## src/rtl/dmem_access_ctl.sv

```systemverilog
// ---------------------------------------------------------------------------
// dmem_access_ctl
//
// Memory-access stage of the sail core, sitting right after the ALU. It
// turns an EX-stage load/store into transactions on a word-wide req/ack
// data-memory port that has no byte enables. Sub-word stores are done as a
// read-modify-write (RD then WR). Load results are sign- or zero-extended.
// The upstream pipeline is stalled while a transaction is outstanding.
//
// Parameters
//   TIMEOUT_CYCLES : cycles to wait for mem_ack before aborting with bus_err
//                    (0 disables the timeout)
//   CNT_W          : width of the timeout counter, must hold TIMEOUT_CYCLES
//
// Ports
//   clk, reset          : core clock (rising edge), async active-high reset
//   ex_valid            : EX stage holds a valid instruction
//   ex_is_load/_store   : access type (both set -> treated as a load)
//   ex_funct3           : RV32I funct3 (000 B, 001 H, 010 W, 100 BU, 101 HU)
//   ex_addr, ex_wdata   : byte address and store data (rs2)
//   stall               : hold upstream pipeline
//   ld_data, ld_valid   : extended load result and its one-cycle strobe
//   misalign_err        : one-cycle pulse, misaligned access rejected
//   bus_err             : one-cycle pulse, memory timeout
//   mem_req, mem_we     : memory request / write select
//   mem_addr, mem_wdata : word address and write word
//   mem_ack, mem_rdata  : handshake completion and read word
// ---------------------------------------------------------------------------
module dmem_access_ctl #(
    parameter int unsigned TIMEOUT_CYCLES = 255,
    parameter int unsigned CNT_W          = 8
) (
    input  logic        clk,
    input  logic        reset,
    input  logic        ex_valid,
    input  logic        ex_is_load,
    input  logic        ex_is_store,
    input  logic [2:0]  ex_funct3,
    input  logic [31:0] ex_addr,
    input  logic [31:0] ex_wdata,
    output logic        stall,
    output logic [31:0] ld_data,
    output logic        ld_valid,
    output logic        misalign_err,
    output logic        bus_err,
    output logic        mem_req,
    output logic        mem_we,
    output logic [29:0] mem_addr,
    output logic [31:0] mem_wdata,
    input  logic        mem_ack,
    input  logic [31:0] mem_rdata
);

    typedef enum logic [2:0] {
        IDLE = 3'd0,
        RD   = 3'd1,
        WR   = 3'd2,
        DONE = 3'd3,
        ERR  = 3'd4
    } state_t;

    // The counter is compared against the last waiting cycle so that mem_req
    // stays high for exactly TIMEOUT_CYCLES cycles before the abort.
    localparam bit              TMO_EN   = (TIMEOUT_CYCLES != 0);
    localparam logic [CNT_W-1:0] TMO_LAST =
        TMO_EN ? CNT_W'(TIMEOUT_CYCLES - 1) : '0;

    state_t            state_q, state_d;
    logic [31:0]       addr_q, addr_d;
    logic [15:0]       wdata_q, wdata_d;
    logic [2:0]        funct3_q, funct3_d;
    logic              is_load_q, is_load_d;
    logic              err_bus_q, err_bus_d;
    logic [CNT_W-1:0]  cnt_q, cnt_d;
    logic [31:0]       mem_wdata_q, mem_wdata_d;
    logic [31:0]       ld_data_q, ld_data_d;

    logic              accept;
    logic              misaligned;
    logic              word_store;
    logic              timeout_hit;
    logic [7:0]        rd_byte;
    logic [15:0]       rd_half;
    logic [31:0]       load_ext;
    logic [31:0]       merged;

    // -----------------------------------------------------------------------
    // Request decode on the live EX inputs (only meaningful in IDLE).
    // -----------------------------------------------------------------------
    assign accept     = ex_valid & (ex_is_load | ex_is_store);
    assign word_store = ~ex_is_load & (ex_funct3 == 3'b010);

    // Undefined funct3 encodings are rejected the same way as misaligned ones.
    always_comb begin
        misaligned = 1'b0;
        case (ex_funct3)
            3'b000, 3'b100: misaligned = 1'b0;
            3'b001, 3'b101: misaligned = ex_addr[0];
            3'b010:         misaligned = (ex_addr[1:0] != 2'b00);
            default:        misaligned = 1'b1;
        endcase
    end

    assign timeout_hit = TMO_EN && (cnt_q == TMO_LAST);

    // -----------------------------------------------------------------------
    // Little-endian lane selection and load extension from the read word.
    // -----------------------------------------------------------------------
    always_comb begin
        rd_byte = mem_rdata[7:0];
        case (addr_q[1:0])
            2'd0: rd_byte = mem_rdata[7:0];
            2'd1: rd_byte = mem_rdata[15:8];
            2'd2: rd_byte = mem_rdata[23:16];
            2'd3: rd_byte = mem_rdata[31:24];
            default: rd_byte = mem_rdata[7:0];
        endcase
    end

    assign rd_half = addr_q[1] ? mem_rdata[31:16] : mem_rdata[15:0];

    always_comb begin
        load_ext = mem_rdata;
        case (funct3_q)
            3'b000:  load_ext = {{24{rd_byte[7]}}, rd_byte};
            3'b001:  load_ext = {{16{rd_half[15]}}, rd_half};
            3'b100:  load_ext = {24'd0, rd_byte};
            3'b101:  load_ext = {16'd0, rd_half};
            default: load_ext = mem_rdata;
        endcase
    end

    // Read-modify-write merge: the store byte/half replaces its lane in the
    // word just read, everything else is written back unchanged.
    always_comb begin
        merged = mem_rdata;
        if (funct3_q[1:0] == 2'b00) begin
            case (addr_q[1:0])
                2'd0: merged[7:0]   = wdata_q[7:0];
                2'd1: merged[15:8]  = wdata_q[7:0];
                2'd2: merged[23:16] = wdata_q[7:0];
                2'd3: merged[31:24] = wdata_q[7:0];
                default: merged = mem_rdata;
            endcase
        end else if (addr_q[1]) begin
            merged[31:16] = wdata_q;
        end else begin
            merged[15:0] = wdata_q;
        end
    end

    // -----------------------------------------------------------------------
    // FSM: state register.
    // -----------------------------------------------------------------------
    always_ff @(posedge clk or posedge reset) begin
        if (reset) begin
            state_q <= IDLE;
        end else begin
            state_q <= state_d;
        end
    end

    // -----------------------------------------------------------------------
    // FSM: next-state logic. DONE and ERR always fall back to IDLE so the
    // stale EX operation still on the inputs is not accepted a second time.
    // -----------------------------------------------------------------------
    always_comb begin
        state_d = state_q;
        case (state_q)
            IDLE: begin
                if (accept) begin
                    if (misaligned) begin
                        state_d = ERR;
                    end else if (word_store) begin
                        state_d = WR;
                    end else begin
                        state_d = RD;
                    end
                end
            end
            RD: begin
                if (mem_ack) begin
                    state_d = is_load_q ? DONE : WR;
                end else if (timeout_hit) begin
                    state_d = ERR;
                end
            end
            WR: begin
                if (mem_ack) begin
                    state_d = DONE;
                end else if (timeout_hit) begin
                    state_d = ERR;
                end
            end
            DONE:    state_d = IDLE;
            ERR:     state_d = IDLE;
            default: state_d = IDLE;
        endcase
    end

    // -----------------------------------------------------------------------
    // FSM: outputs decoded from the registered state. mem_req follows the
    // state register, so an async reset drops it immediately.
    // -----------------------------------------------------------------------
    always_comb begin
        stall        = 1'b0;
        mem_req      = 1'b0;
        mem_we       = 1'b0;
        ld_valid     = 1'b0;
        misalign_err = 1'b0;
        bus_err      = 1'b0;
        case (state_q)
            IDLE: stall = accept;
            RD: begin
                stall   = 1'b1;
                mem_req = 1'b1;
            end
            WR: begin
                stall   = 1'b1;
                mem_req = 1'b1;
                mem_we  = 1'b1;
            end
            DONE: ld_valid = is_load_q;
            ERR: begin
                misalign_err = ~err_bus_q;
                bus_err      = err_bus_q;
            end
            default: stall = 1'b0;
        endcase
    end

    // -----------------------------------------------------------------------
    // Datapath next-state: capture on accept, then only the FSM's own
    // transaction updates these registers, which keeps mem_addr/mem_wdata
    // stable for the whole time mem_req is high.
    // -----------------------------------------------------------------------
    always_comb begin
        addr_d      = addr_q;
        wdata_d     = wdata_q;
        funct3_d    = funct3_q;
        is_load_d   = is_load_q;
        err_bus_d   = err_bus_q;
        cnt_d       = cnt_q;
        mem_wdata_d = mem_wdata_q;
        ld_data_d   = ld_data_q;
        case (state_q)
            IDLE: begin
                if (accept) begin
                    addr_d    = ex_addr;
                    wdata_d   = ex_wdata[15:0];
                    funct3_d  = ex_funct3;
                    is_load_d = ex_is_load;
                    err_bus_d = 1'b0;
                    cnt_d     = '0;
                    if (!ex_is_load) begin
                        mem_wdata_d = ex_wdata;
                    end
                end
            end
            RD: begin
                if (mem_ack) begin
                    cnt_d = '0;
                    if (is_load_q) begin
                        ld_data_d = load_ext;
                    end else begin
                        mem_wdata_d = merged;
                    end
                end else if (timeout_hit) begin
                    err_bus_d = 1'b1;
                end else begin
                    cnt_d = cnt_q + CNT_W'(1);
                end
            end
            WR: begin
                if (!mem_ack) begin
                    if (timeout_hit) begin
                        err_bus_d = 1'b1;
                    end else begin
                        cnt_d = cnt_q + CNT_W'(1);
                    end
                end
            end
            default: cnt_d = cnt_q;
        endcase
    end

    always_ff @(posedge clk or posedge reset) begin
        if (reset) begin
            addr_q      <= '0;
            wdata_q     <= '0;
            funct3_q    <= '0;
            is_load_q   <= 1'b0;
            err_bus_q   <= 1'b0;
            cnt_q       <= '0;
            mem_wdata_q <= '0;
            ld_data_q   <= '0;
        end else begin
            addr_q      <= addr_d;
            wdata_q     <= wdata_d;
            funct3_q    <= funct3_d;
            is_load_q   <= is_load_d;
            err_bus_q   <= err_bus_d;
            cnt_q       <= cnt_d;
            mem_wdata_q <= mem_wdata_d;
            ld_data_q   <= ld_data_d;
        end
    end

    assign mem_addr  = addr_q[31:2];
    assign mem_wdata = mem_wdata_q;
    assign ld_data   = ld_data_q;

endmodule

```

## config.mk

```make
export PLATFORM = sky130hd
export DESIGN_NAME = dmem_access_ctl
export DESIGN_NICKNAME = d
export VERILOG_FILES = /design/src/rtl/dmem_access_ctl.sv
export SDC_FILE = /design/constraint.sdc
export NUM_CORES = 1
export LEC_CHECK = 0
export CAP_MARGIN = 30
export CELL_PAD_IN_SITES_DETAIL_PLACEMENT = 0
export CELL_PAD_IN_SITES_GLOBAL_PLACEMENT = 2
export CORE_ASPECT_RATIO = 0.7
export CORE_MARGIN = 3
export CORE_UTILIZATION = 41
export DETAILED_ROUTE_END_ITERATION = 8
export DONT_BUFFER_PORTS = 1
export HOLD_SLACK_MARGIN = 0.06
export PLACE_DENSITY = 0.84
export SETUP_SLACK_MARGIN = 0.05
export SLEW_MARGIN = 40
export SYNTH_ARGS = -nofsm -noshare
export SYNTH_HDL_FRONTEND = slang
export SYNTH_SLANG_ARGS = --single-unit
```

## constraint.sdc

```tcl
create_clock -name clk -period 13.4 [get_ports clk]
set_input_delay 2.68 -clock clk [delete_from_list [all_inputs] [get_ports clk]]
set_output_delay 2.68 -clock clk [all_outputs]
set_load 0.005 [all_outputs]
```

==> metrics <==
CP startpoint=ex_is_load; commonest non-fill, non-tap cell in the layout=dfrtp_1; Filler cells=1492; clk slew on worst S/H paths=around 0.060 ns; most frequent cells in the layout=dfrtp_1, nand2_1, nor2_1; Peak VDD IR=approximately 0.11 mV; DR vias=5019; DR vias/cell=just under 6; top cell type's share of synthesized area=between 40% and 50%; Top FF cell, synth=dfrtp_1; first-pass detailed-route iteration total=5; GRT Util Overall=about a fifth; Max Root-Sink Buffers=2; CP required=10.72 ns; ratio of final minimum period to clock period=a little under half; reg-to-reg setup timing slack=11.03 ns; Leakage=about 3.0 nW; setup ws final=7.366 ns; post-synthesis register bit count=128; Top delay family on crit path=compound AO/OA/AOI/OAI gates; IO Count=205; gp weighted congestion=0.8453; cts hold-fix bufs=0; Place WS=between 7 and 8 ns; Bufs and invs on worst path=0; Critical Path Fanout Max=6; post-synthesis sequential area ratio=47.99%; Worst Clk Skew=0.01001 ns; first-pass GRT wire length=28460 um; worst-margin pin slew=0.7369 ns; FFs w/ async S/R, synth=100.0%; Rows=38; diode count=0; RSZ-0062 raised after global routing=false; layout cell share with drive strength beyond 1=16.98%; Gate Count Post-Synth=674; count of final hold-check violations=0; P&R area growth vs syn=7.910%; Critical Path AT=between 3 and 4 ns; fin nets=between 700 and 800; Max-cap violations=0; top cell type by total area after synthesis=dfrtp_1; FF-to-FF path depth=4; fmax=165.7 MHz; Syn Area/Cell=9.904 sq um; Setup Buffers After CTS=0; PwrDens=254.7 mW/mm^2; Worst R2R End=addr_q[11]; Register Area=0.003204 sq mm; core area=0.01574 sq mm; Critical Path Sink Type=output pin; H-tree levels=4; initial antenna violation count=1; crit path time final=6.034 ns; 1st-iter DRT viols=406; routed len/inst=between 20 and 25 um; status=completed; CP Class=input pin to output pin; reg2reg start=state_q[1]; root buf cell=clkbuf_16; CP startpoint kind=input pin; worst-skew pair later-pin latency=0.42 ns; largest net degree at the start of global routing=82; Slowest-stage cell, CP=o21ai_1; multi-input logic area=0.002979 sq mm; Slew headroom=50.88%; CTS Buf Count=17; number of clock sinks=128; count of cell types in the netlist=53; port bufs=0; full die area=approximately 0.018 sq mm; vias in the first global route=4964; Starting Density=a little over two fifths; CTS tree=done; Die Height=112.8 um; Worst Setup EP=stall; die width=158.5 um; worst path cell trace=o21ai_1 > a21oi_1; setup tns final=0 ns; post-route ant nets=0; fin. max-slew vios=0; yosys warns=0; leading post-synthesis cells by cell area=dfrtp_1, mux2_2, buf_4, a21oi_1, nand2_1; Synthesized Nets=781; worst hold path type=register to register; PostCTS Resize Cnt=0; synthesized area=0.006675 sq mm; number of synthesized flops with an enable pin=0; Crit path depth=2; GRT Residual Overflow=0; Final setup viols=0; hpwl dp=around 14000 um; DRT Wirelength=18780 um; drt drc=0; critical path's largest stage delay=0.44 ns
==> per-layer routing <==
metal	share of wire [%]	vias up	GRT usage, %
met5	0	-	0
met3	12	26	10.05
met2	44	230	29.83
met4	1.6	0	6.189
li1	-	2280	-
met1	42	2483	28.77
==> final cells by class <==
cell class	instances	share of cell area, %
tap	220	3.821
inverter	16	0.8685
timing repair buffer	8	0.8859
multi-input combinational	452	41.36
sequential	128	44.48
clock buffer	23	6.774
clock inverter	9	1.806
==> logic make-up after synthesis <==
kind of cell	share of synthesized area (%)
AOI/OAI and AO/OA	18.52
xor gates and xnor gates	0.1312
adders and majority gates	0.3748
buffers and inverters	7.610
DFF	47.98
muxes	11.55
and+or+nand+nor	13.83
==> stage by stage <==
stage	util, %	std cells	power, mW	hold WS, ns	area [sq um]
after global routing	45.77	856	1.963	0.5157	7203
after detailed placement	41.79	824	1.361	0.4784	6576
after global placement	41.62	822	1.335	0.4672	6550
after floorplan	-	674	1.263	0.4512	6675
final	45.77	856	1.835	0.4933	7203
after CTS	45.71	856	1.846	0.4932	7194
==> worst min path at each step <==
| stage | from | cells past startpoint | end |
|---|---|---|---|
| floorplan | wdata_q[10] | 1 | wdata_q[10] |
| global placement | wdata_q[11] | 1 | wdata_q[11] |
| detailed placement | wdata_q[14] | 1 | wdata_q[14] |
| CTS | wdata_q[14] | 1 | wdata_q[14] |
| global route | wdata_q[14] | 1 | wdata_q[14] |
| finish | wdata_q[11] | 1 | wdata_q[11] |
==> cell usage after synthesis (3+ instances only) <==
master,count
nand2_1,58
and3_1,12
nor2_1,54
o21ai_1,5
a211oi_1,12
dfrtp_1,128
mux2_1,5
o2bb2ai_1,10
inv_1,16
mux2i_1,14
o21ai_0,43
buf_6,3
buf_4,31
a21oi_1,45
a31o_2,7
nor2b_1,17
nor3_1,6
a31oi_1,17
mux2_2,49
a221oi_1,9
buf_2,13
nand3_1,10
nand2b_1,5
and2_1,15
o221ai_1,16
clkbuf_1,29
a21o_1,11
==> state kept, by name, summed over array words and instances, names as in the netlist <==
signal,flops
mem_wdata,32
ld_data,32
addr_q,32
state_q,3
is_load_q,1
cnt_q,8
wdata_q,16
funct3_q,3
err_bus_q,1
==> power by group <==
part           switching [mW]  internal [mW]  total, mW
combinational           0.327          0.259      0.586
sequential              0.198          0.573      0.771
clock                   0.167          0.312      0.478
total                   0.692           1.14       1.83
Power figures use the tool's default switching activity.
